<file path="src/rtl/muldiv_sequencer.sv">
// Multi-cycle unsigned MULTU/DIVU sequencer that owns HI/LO and drives the shared
// ALU one shift-add or restoring-subtract iteration per cycle.
module muldiv_sequencer #(
  parameter int WIDTH = 32,
  parameter int CNT_W = 6
) (
  input  logic             clk,
  input  logic             rst,
  input  logic             start,
  input  logic             op,
  input  logic [WIDTH-1:0] src_a,
  input  logic [WIDTH-1:0] src_b,
  input  logic             abort,
  input  logic             hi_we,
  input  logic             lo_we,
  input  logic [WIDTH-1:0] wdata,
  input  logic [WIDTH-1:0] alu_result,
  output logic [2:0]       alu_ctl,
  output logic [WIDTH-1:0] alu_a,
  output logic [WIDTH-1:0] alu_b,
  output logic             busy,
  output logic             done,
  output logic [WIDTH-1:0] hi,
  output logic [WIDTH-1:0] lo
);

  localparam logic [2:0] ALU_ADD = 3'b010;
  localparam logic [2:0] ALU_SUB = 3'b110;
  localparam logic [CNT_W-1:0] LAST_CNT = CNT_W'(WIDTH - 1);

  typedef enum logic [1:0] {IDLE, MUL, DIV, DONE} state_t;

  state_t           state_reg, state_next;
  logic [WIDTH-1:0] acc_reg, acc_next;
  logic [WIDTH-1:0] shreg_reg, shreg_next;
  logic [WIDTH-1:0] mcand_reg, mcand_next;
  logic [WIDTH-1:0] hi_reg, hi_next;
  logic [WIDTH-1:0] lo_reg, lo_next;
  logic [CNT_W-1:0] cnt_reg, cnt_next;

  logic             carry;
  logic             top;
  logic             ok;
  logic [WIDTH-1:0] rs;

  always_ff @(posedge clk or posedge rst) begin
    if (rst) begin
      state_reg <= IDLE;
      acc_reg   <= '0;
      shreg_reg <= '0;
      mcand_reg <= '0;
      hi_reg    <= '0;
      lo_reg    <= '0;
      cnt_reg   <= '0;
    end else begin
      state_reg <= state_next;
      acc_reg   <= acc_next;
      shreg_reg <= shreg_next;
      mcand_reg <= mcand_next;
      hi_reg    <= hi_next;
      lo_reg    <= lo_next;
      cnt_reg   <= cnt_next;
    end
  end

  always_comb begin
    state_next = state_reg;
    acc_next   = acc_reg;
    shreg_next = shreg_reg;
    mcand_next = mcand_reg;
    hi_next    = hi_reg;
    lo_next    = lo_reg;
    cnt_next   = cnt_reg;
    alu_ctl    = ALU_ADD;
    alu_a      = '0;
    alu_b      = '0;
    carry      = 1'b0;
    top        = 1'b0;
    rs         = '0;
    ok         = 1'b0;

    case (state_reg)
      IDLE: begin
        if (start && !abort) begin
          cnt_next = '0;
          acc_next = '0;
          if (op && (src_b == '0)) begin
            // Divide by zero commits immediately without iterating.
            state_next = DONE;
            acc_next   = src_a;
            shreg_next = '1;
            mcand_next = '0;
            hi_next    = src_a;
            lo_next    = '1;
          end else if (op) begin
            state_next = DIV;
            mcand_next = src_b;
            shreg_next = src_a;
          end else begin
            state_next = MUL;
            mcand_next = src_a;
            shreg_next = src_b;
          end
        end else if (!start) begin
          if (hi_we) hi_next = wdata;
          if (lo_we) lo_next = wdata;
        end
      end

      MUL: begin
        alu_a = acc_reg;
        alu_b = mcand_reg;
        carry = (alu_result < acc_reg);
        if (abort) begin
          state_next = IDLE;
        end else begin
          if (shreg_reg[0]) {acc_next, shreg_next} = {carry, alu_result, shreg_reg[WIDTH-1:1]};
          else              {acc_next, shreg_next} = {1'b0, acc_reg, shreg_reg[WIDTH-1:1]};
          cnt_next = cnt_reg + CNT_W'(1);
          if (cnt_reg == LAST_CNT) begin
            state_next = DONE;
            hi_next    = acc_next;
            lo_next    = shreg_next;
          end
        end
      end

      DIV: begin
        // top carries the bit shifted out of acc, so a set top always permits the subtract.
        {top, rs} = {acc_reg, shreg_reg[WIDTH-1]};
        alu_ctl   = ALU_SUB;
        alu_a     = rs;
        alu_b     = mcand_reg;
        ok        = top | ~(alu_result > rs);
        if (abort) begin
          state_next = IDLE;
        end else begin
          acc_next   = ok ? alu_result : rs;
          shreg_next = {shreg_reg[WIDTH-2:0], ok};
          cnt_next   = cnt_reg + CNT_W'(1);
          if (cnt_reg == LAST_CNT) begin
            state_next = DONE;
            hi_next    = acc_next;
            lo_next    = shreg_next;
          end
        end
      end

      DONE: begin
        state_next = IDLE;
      end

      default: begin
        state_next = IDLE;
      end
    endcase
  end

  assign busy = (state_reg != IDLE);
  assign done = (state_reg == DONE);
  assign hi   = hi_reg;
  assign lo   = lo_reg;

endmodule
</file>
<file path="config.mk">
export PLATFORM = sky130hd
export DESIGN_NAME = muldiv_sequencer
export DESIGN_NICKNAME = d
export VERILOG_FILES = /design/src/rtl/muldiv_sequencer.sv
export SDC_FILE = /design/constraint.sdc
export NUM_CORES = 1
export LEC_CHECK = 0
export CAP_MARGIN = 25
export CORE_ASPECT_RATIO = 1.5
export CORE_MARGIN = 8
export CORE_UTILIZATION = 53
export CTS_CLUSTER_SIZE = 25
export DETAILED_ROUTE_END_ITERATION = 10
export PLACE_DENSITY_LB_ADDON = 0.08
export SLEW_MARGIN = 20
export SYNTH_ARGS = -nofsm -noshare
export SYNTH_HDL_FRONTEND = slang
export SYNTH_SLANG_ARGS = --single-unit
</file>
<file path="constraint.sdc">
create_clock -name clk -period 8.1 [get_ports clk]
set_clock_uncertainty 0.15 [all_clocks]
set_input_delay 2.43 -clock clk [delete_from_list [all_inputs] [get_ports clk]]
set_output_delay 2.43 -clock clk [all_outputs]
set_load 0.1 [all_outputs]
</file>
==> metrics.cfg, run 1 <==
[min_path]
hp-class=flop to flop

[flow_run]
cap_violations=0

[logic_synthesis]
synth_area_per_cell_um2=8.07
seq_area_frac_synth_pct=32.5
ys_warn_count=0
syn-num-nets=1807
synthArstFlopShare_pct=100
synth_edf_count=0
synthesis.area_um2=12900
ys.flop_type=dfrtp_1
ys_ff_latch=168
synth_cells=1603
synth_cell_types=60

[timing]
fmax_mhz=153
report.final.slew_viol_count=0
period_needed_ps=6520
finalHoldViolations=0
rsz0062_at_grt=no
setup_violations=0
tns_ps=0
fin_hold_ws_ps=325
relSlewSlack_pct=27.5
fin_crit_sh_pct=80.5
worstMarginPinSlew_ps=1080

[global_routing]
gr-total-overflow=0
antenna_found_initial=2
grt_max_degree=114
grtUsageTotal_pct=30.1
grt_pass1_wl_um=70700
grt_pass1_vias=12878

[setup_path]
critPathArrivalTime_ps=3940
r2r_cells=8
critical_path.reg2reg.endpoint=lo[29]$_DFFE_PP0P_
crit_start=state_reg[1]$_DFFE_PP0P_
crit_end=alu_a[3]
r2r-start=state_reg[0]$_DFFE_PP0P_
worst-path-max-fanout=60
crit_required_ps=5520
start_kind=flop
end_kind=primary output
crit_type=flop to primary output
reg2reg_slack_ps=4010

[clocking]
ctsLongestPathBuffers=2
cts_tree=built
cts_buffers=17
clkLatencyLatePin_ps=450
cts.sinks=168
htreeDepth=4
path_clk_slew_ps=70
cts_root_buf=clkbuf_16
cts_resized=0
postCtsSetupBuffers=0
hold_buffers=0

[run_status]
status=completed

[detailed_routing]
firstDrtPassIters=6
ant_nets=0
vias=12674
drt-initial-drc-count=1259
wl_per_cell_um=21.1
drt_wl_total_um=44700
viasPerCell=5.98
drc=0

[place]
place_area_um2=15700
port_buffers=265
dp.final_hpwl_um=32400
gp_congestion=0.918

[cells_and_area]
finalInstanceArea_um2=16300
final_nets=1986
drive_gt1_share_pct=9.03
layout_commonest_cell=nand2_1
areaGrowthSynthToFinish_pct=25.8
most-common-layout-cells=276 x nand2_1, 264 x clkdlybuf4s50_1, 255 x nor2_1
final_util_pct=67.4

[floorplan]
initial_core_util_pct=53.5
ios=268
die_y_um=207
coreArea_um2=24200
rows=70
die_x_um=144
die-area_um2=29800

## cell families (layout without fill, tap and decap cells)
| family | after synthesis | after routing | share of synthesized area [%] |
|---|---|---|---|
| AND/OR/NAND/NOR | 707 | 707 | 23.7 |
| AO/OA/AOI/OAI | 393 | 393 | 21.3 |
| XOR/XNOR | 4 | 4 | 0.271 |
| flip-flops | 168 | 168 | 32.5 |
| adder cells (fa/ha/maj) | 69 | 69 | 6.67 |
| multiplexers | 100 | 100 | 10.0 |
| other | 2 | 4 | 0.0580 |
| buffers and inverters | 160 | 352 | 5.44 |
## stage by stage
stage / cells / worst slack [ps]
detailed placement: 2087 / 1790
global route: 2121 / 1480
CTS: 2119 / 1590
global placement: 2086 / 1900
finish: 2121 / 1580
floorplan: 1603 / 973
## cell usage after synthesis, types with 4 or more instances
cell      instances  area, um2
buf_2            11       55.1
inv_1            38        143
a31oi_1          32        200
nor3_1           33        165
clkbuf_1         86        323
and3_1           28        175
nor2_1          256        961
dfrtp_1         168       4200
a21boi_0         32        240
ha_1             69        863
o21bai_1          5       37.5
buf_1            12       45.0
a22o_1           31        272
buf_6            11        124
a21o_1           10       75.1
o22ai_1          32        200
nand4_1          16        100
mux2_2            6       67.6
nand3_1           5       25.0
mux2i_1          37        370
and2_1           66        413
nor4_1            8       50.1
nand2_1         277       1040
a211oi_2         28        350
a21oi_1          56        280
o21ai_0         108        541
mux2_4           57        856
a211oi_1          4       30.0
a211o_1          32        280
and4_1            4       35.0
## per-layer routing
layer	part of all wire, %	up-vias	GRT usage [%]	wire length (um)
li1	-	5942	-	-
met1	41	6132	37.6	18500
met2	48	512	49.0	21500
met3	7.0	88	5.96	3140
met4	3.7	0	13.5	1650
met5	0	-	0	0
## critical path: stages (launching register included)
cell,delay [ps]
dfrtp_1,440
inv_1,190
ha_4,660
buf_4,510
nand2_1,90
a21boi_0,360
clkdlybuf4s50_1,1220
## how the worst min path moves through the flow
stage / startpoint / endpoint / depth (start not counted) / slack, ps
6_report: mcand_reg[11]$_DFFE_PP0P_ / mcand_reg[11]$_DFFE_PP0P_ / 2 / 330
5_1_grt: mcand_reg[15]$_DFFE_PP0P_ / mcand_reg[15]$_DFFE_PP0P_ / 2 / 360
4_1_cts: mcand_reg[28]$_DFFE_PP0P_ / mcand_reg[28]$_DFFE_PP0P_ / 2 / 330
3_5_place_dp: mcand_reg[28]$_DFFE_PP0P_ / mcand_reg[28]$_DFFE_PP0P_ / 2 / 310
3_3_place_gp: mcand_reg[24]$_DFFE_PP0P_ / mcand_reg[24]$_DFFE_PP0P_ / 2 / 310
2_1_floorplan: mcand_reg[23]$_DFFE_PP0P_ / mcand_reg[23]$_DFFE_PP0P_ / 2 / 290
## area by class of cell
cell class | count | area [um2]
inverters | 38 | 148
multi-input cells | 1275 | 8090
well taps | 324 | 405
clock inverters | 15 | 179
fillers | 2084 | 7890
clock buffers | 17 | 425
diodes | 2 | 5.00
repair buffers | 282 | 2820
flip-flops and latches | 168 | 4210
Power of run 1 is not shown: default switching activity piles up to over one toggle a cycle in this logic, so the estimate is an artifact.
==> run 2, diff against run 1 <==
==> constraint.sdc (replaced) <==
create_clock -name clk -period 6.4 [get_ports clk]
set_clock_uncertainty 0.15 [all_clocks]
set_input_delay 1.92 -clock clk [delete_from_list [all_inputs] [get_ports clk]]
set_output_delay 1.92 -clock clk [all_outputs]
set_load 0.1 [all_outputs]
==> run 2 against run 1 <==
  * Via count grew 1.9%
  * Worst hold slack lost 4.1 ps
  * Global-route usage grew 0.39 points
==> metrics.cfg, run 2 (same netlist as run 1, synthesis figures left out) <==
[timing]
finalHoldViolations=0  ; unchanged
fin_crit_sh_pct=86.0
fmax_mhz=182
rsz0062_at_grt=no
tns_ps=0  ; unchanged
relSlewSlack_pct=28.7  ; +1.2 points
report.final.slew_viol_count=0  ; unchanged
worstMarginPinSlew_ps=1070  ; -17.7 ps
period_needed_ps=5500
setup_violations=0  ; unchanged

[clocking]
cts_resized=0  ; unchanged
cts_tree=built
clkLatencyLatePin_ps=450  ; about the same
htreeDepth=4  ; unchanged
hold_buffers=0  ; unchanged
cts.sinks=168  ; unchanged
path_clk_slew_ps=60  ; about the same
cts_buffers=17  ; unchanged
postCtsSetupBuffers=0  ; unchanged
cts_root_buf=clkbuf_16
ctsLongestPathBuffers=2  ; unchanged

[detailed_routing]
drt_wl_total_um=45400  ; +1.4%
drc=0  ; unchanged
ant_nets=0  ; unchanged
firstDrtPassIters=6  ; unchanged
viasPerCell=6.09  ; +1.9%
wl_per_cell_um=21.4  ; +1.3%
vias=12920  ; +1.9%
drt-initial-drc-count=1186  ; -5.8%

[setup_path]
crit_type=flop to primary output
r2r-start=state_reg[0]$_DFFE_PP0P_
crit_required_ps=4330  ; -1190 ps
crit_start=state_reg[0]$_DFFE_PP0P_
critPathArrivalTime_ps=3430  ; -510 ps
end_kind=primary output
worst-path-max-fanout=84  ; +40%
start_kind=flop

[cells_and_area]
regArea_um2=4210  ; unchanged
drive_gt1_share_pct=11.4  ; +2.4 points
most-common-layout-cells=276 x nand2_1, 255 x nor2_1, 220 x clkdlybuf4s50_1
layout_commonest_cell=nand2_1
final_nets=1989  ; +0.15%
areaGrowthSynthToFinish_pct=24.8
fillers=2149  ; +3.1%
multi_input_area_um2=8090  ; unchanged

[floorplan]
die-area_um2=29800  ; unchanged
ios=268  ; unchanged
coreArea_um2=24200  ; unchanged
die_y_um=207  ; unchanged
die_x_um=144  ; unchanged
initial_core_util_pct=53.5  ; unchanged
rows=70  ; unchanged

[place]
dp.final_hpwl_um=32600  ; +0.54%
gp_congestion=0.948  ; +3.2%
port_buffers=265  ; unchanged

[global_routing]
grt_max_degree=99  ; -13%
grt_pass1_vias=13186  ; +2.4%
gr-total-overflow=0  ; unchanged
grt_pass1_wl_um=71800  ; +1.6%
grtUsageTotal_pct=30.5  ; +0.39 points
antenna_found_initial=4  ; +2

[min_path]
min-delay-start=mcand_reg[10]$_DFFE_PP0P_
hp-class=flop to flop

[run_status]
status=completed

[flow_run]
cap_violations=0  ; unchanged

run 2: cell count changes in the layout (fill, tap and decap cells not counted), sizes merged:
cell / before / now
clkdlybuf4s50: 264 / 220
buf: 18 / 65
inv: 50 / 37
clkinv: 1 / 5
clkinvlp: 0 / 3
diode: 2 / 4
clkbuf: 17 / 19
run 2: stage by stage:
| step | worst slack, ps | instance area (um2) | utilization [%] | hold slack [ps] | instances |
|---|---|---|---|---|---|
| after floorplan | 171 | 12900 | - | 292 | 1603 |
| after global placement | 1300 | 15600 | 64.3 | 305 | 2089 |
| after detailed placement | 1250 | 15600 | 64.4 | 312 | 2090 |
| after CTS | 934 | 16100 | 66.7 | 327 | 2118 |
| after global routing | 778 | 16100 | 66.8 | 353 | 2122 |
| final | 895 | 16100 | 66.8 | 321 | 2122 |
run 2: path summary, 6_finish.rpt:
kind	endpoint	slack, ps	depth (start not counted)
max	alu_a[29]	900	5
min	mcand_reg[10]$_DFFE_PP0P_	320	2
max reg2reg	hi[30]$_DFFE_PP0P_	2300	10
min reg2reg	mcand_reg[10]$_DFFE_PP0P_	320	2
max in group asynchronous	shreg_reg[0]$_DFFE_PP0P_	3770	3
min in group asynchronous	acc_reg[11]$_DFFE_PP0P_	1800	3
run 2: layer usage:
layer	up-vias	GRT usage, %	wire [um]
li1	5953	-	-
met1	6273	38.4	18200
met2	586	49.5	21800
met3	108	6.12	3620
met4	0	13.0	1750
met5	-	0	0
run 2: cell type report:
| class | count | area share (%) |
|---|---|---|
| diodes | 4 | 0.0620 |
| clock buffers | 19 | 2.81 |
| clock inverters | 9 | 0.643 |
| inverters | 38 | 0.907 |
| multi-input cells | 1275 | 50.1 |
| flip-flops and latches | 168 | 26.1 |
| well taps | 324 | 2.51 |
| repair buffers | 285 | 16.9 |
run 2: worst max-delay path: stages, from the launching register on:
cell and delay (ps):
dfrtp_1 440, inv_1 160, ha_4 800, buf_4 700, a21boi_0 430, buf_4 370
Power of run 2 is left out for the same reason.
==> run 3, diff against run 2 <==
--- a/config.mk
+++ b/config.mk
@@ -8,7 +8,7 @@
 export CAP_MARGIN = 25
 export CORE_ASPECT_RATIO = 1.5
 export CORE_MARGIN = 8
-export CORE_UTILIZATION = 53
+export CORE_UTILIZATION = 55
 export CTS_CLUSTER_SIZE = 25
 export DETAILED_ROUTE_END_ITERATION = 10
 export PLACE_DENSITY_LB_ADDON = 0.08
==> constraint.sdc (replaced) <==
create_clock -name clk -period 7.1 [get_ports clk]
set_clock_uncertainty 0.15 [all_clocks]
set_input_delay 2.13 -clock clk [delete_from_list [all_inputs] [get_ports clk]]
set_output_delay 2.13 -clock clk [all_outputs]
set_load 0.1 [all_outputs]
==> run 3 against run 2 <==
  * First-iteration DRC count fell by 3.9%
  * Worst hold slack improved by 1.1 ps
  * Register-to-register slack improved by 880 ps
  * Count of clock-buffer cells in the layout did not move
  * Non-clock buffer count is 3 higher
  * Die area shrank 3.3%
  * Critical path depth did not move
  * Design area rose by 1.4%
  * Largest cell class unchanged
==> metrics.cfg, run 3 (same netlist as run 1, synthesis figures left out) <==
[floorplan]
die_y_um=204  ; -1.7%
initial_core_util_pct=55.3  ; +1.8 points
rows=69  ; -1.4%
die_x_um=141  ; -1.6%
ios=268  ; unchanged
die-area_um2=28800  ; -3.3%
coreArea_um2=23400  ; -3.2%

[setup_path]
crit_type=flop to primary output
worst-path-max-fanout=73  ; -13%
start_kind=flop
reg2reg_slack_ps=3180  ; +880 ps
end_kind=primary output
r2r_cells=10  ; unchanged
crit_required_ps=4820  ; +490 ps
critPathArrivalTime_ps=3630  ; +200 ps

[global_routing]
grt_pass1_vias=12925  ; -2.0%
antenna_found_initial=3  ; -1
grt_pass1_wl_um=70500  ; -1.8%
gr-total-overflow=0  ; unchanged
grt_max_degree=84  ; -15%
grtUsageTotal_pct=31.0  ; +0.51 points

[timing]
worstMarginPinSlew_ps=1130  ; +61.5 ps
relSlewSlack_pct=24.6  ; -4.1 points
tns_ps=0  ; unchanged
report.final.slew_viol_count=0  ; unchanged
fmax_mhz=169
period_needed_ps=5910
rsz0062_at_grt=no
fin_hold_ws_ps=322  ; +1.05 ps
finalHoldViolations=0  ; unchanged
setup_violations=0  ; unchanged
fin_crit_sh_pct=83.2

[cells_and_area]
most-common-layout-cells=276 x nand2_1, 264 x clkdlybuf4s50_1, 255 x nor2_1
regArea_um2=4210  ; about the same
fillers=1975  ; -8.1%
areaGrowthSynthToFinish_pct=26.5
multi_input_area_um2=8090  ; unchanged
final_nets=1992  ; +0.15%
drive_gt1_share_pct=9.27  ; -2.2 points
layout_commonest_cell=nand2_1

[place]
dp.final_hpwl_um=32500  ; -0.23%
port_buffers=265  ; unchanged
gp_congestion=0.928  ; -2.1%

[clocking]
cts_resized=0  ; unchanged
clkLatencyLatePin_ps=440  ; about the same
cts_buffers=17  ; unchanged
cts.sinks=168  ; unchanged
htreeDepth=4  ; unchanged
postCtsSetupBuffers=0  ; unchanged
path_clk_slew_ps=70  ; about the same
cts_tree=built
ctsLongestPathBuffers=2  ; unchanged
cts_root_buf=clkbuf_16
hold_buffers=0  ; unchanged

[detailed_routing]
wl_per_cell_um=21.0  ; -1.6%
firstDrtPassIters=5  ; -1
top_layer_used=met5
drt-initial-drc-count=1140  ; -3.9%
wl_met2_um=21300  ; -2.1%
routedLengthMet1_um=18100  ; -0.52%
drc=0  ; unchanged
ant_nets=0  ; unchanged
viasPerCell=6.02  ; -1.2%
dr_wl_met3_um=3360  ; -7.4%
drt_wl_total_um=44700  ; -1.6%
vias=12770  ; -1.2%

[run_status]
status=completed

[min_path]
holdPathStages=2  ; unchanged
hp-class=flop to flop

[flow_run]
cap_violations=0  ; unchanged

## run 3: changes by cell type in the layout (fill, tap and decap cells not counted), sizes merged
cell,change
clkdlybuf4s50,+44
buf,-41
bufinv,+2
clkinvlp,-1
inv,+3
diode,-1
## run 3: critical path: stages (launching register included)
cell and delay [ps]:
dfrtp_1 440, inv_1 190, ha_4 730, nand2_1 120, a21boi_0 440, clkdlybuf4s50_1 1230
## run 3: path summary, 6_finish.rpt
check                                           from                   endpoint
min                        mcand_reg[27]$_DFFE_PP0P_  mcand_reg[27]$_DFFE_PP0P_
min in group asynchronous                        rst    acc_reg[10]$_DFFE_PP0P_
max in group asynchronous                        rst     cnt_reg[0]$_DFFE_PP0P_
max                         state_reg[1]$_DFFE_PP0P_                  alu_a[29]
max reg2reg                 state_reg[0]$_DFFE_PP0P_          hi[9]$_DFFE_PP0P_
min reg2reg                mcand_reg[27]$_DFFE_PP0P_  mcand_reg[27]$_DFFE_PP0P_
## run 3: stage by stage
stage	util (%)	worst slack [ps]	std cells	instance area (um2)
after floorplan	-	273	1603	12900
after global placement	67.1	1690	2087	15700
after detailed placement	67.2	1550	2088	15700
after CTS	70.0	1190	2120	16400
after global routing	70.0	1060	2122	16400
final	70.0	1190	2123	16400
## run 3: layer usage
layer	GRT usage, %	vias up
met3	6.59	99
met2	50.8	543
met4	14.3	2
met1	38.4	6174
li1	-	5952
met5	0	-
## run 3: final cells by class
cell class,instances,share of cell area [%]
Inverter,38,0.902
Clock buffer,19,2.77
Sequential cell,168,25.7
Clock inverter,13,1.18
Multi-Input combinational cell,1275,49.4
Antenna cell,3,0.0458
Tap cell,319,2.44
Timing Repair Buffer,288,17.6
Power of run 3 is left out for the same reason.
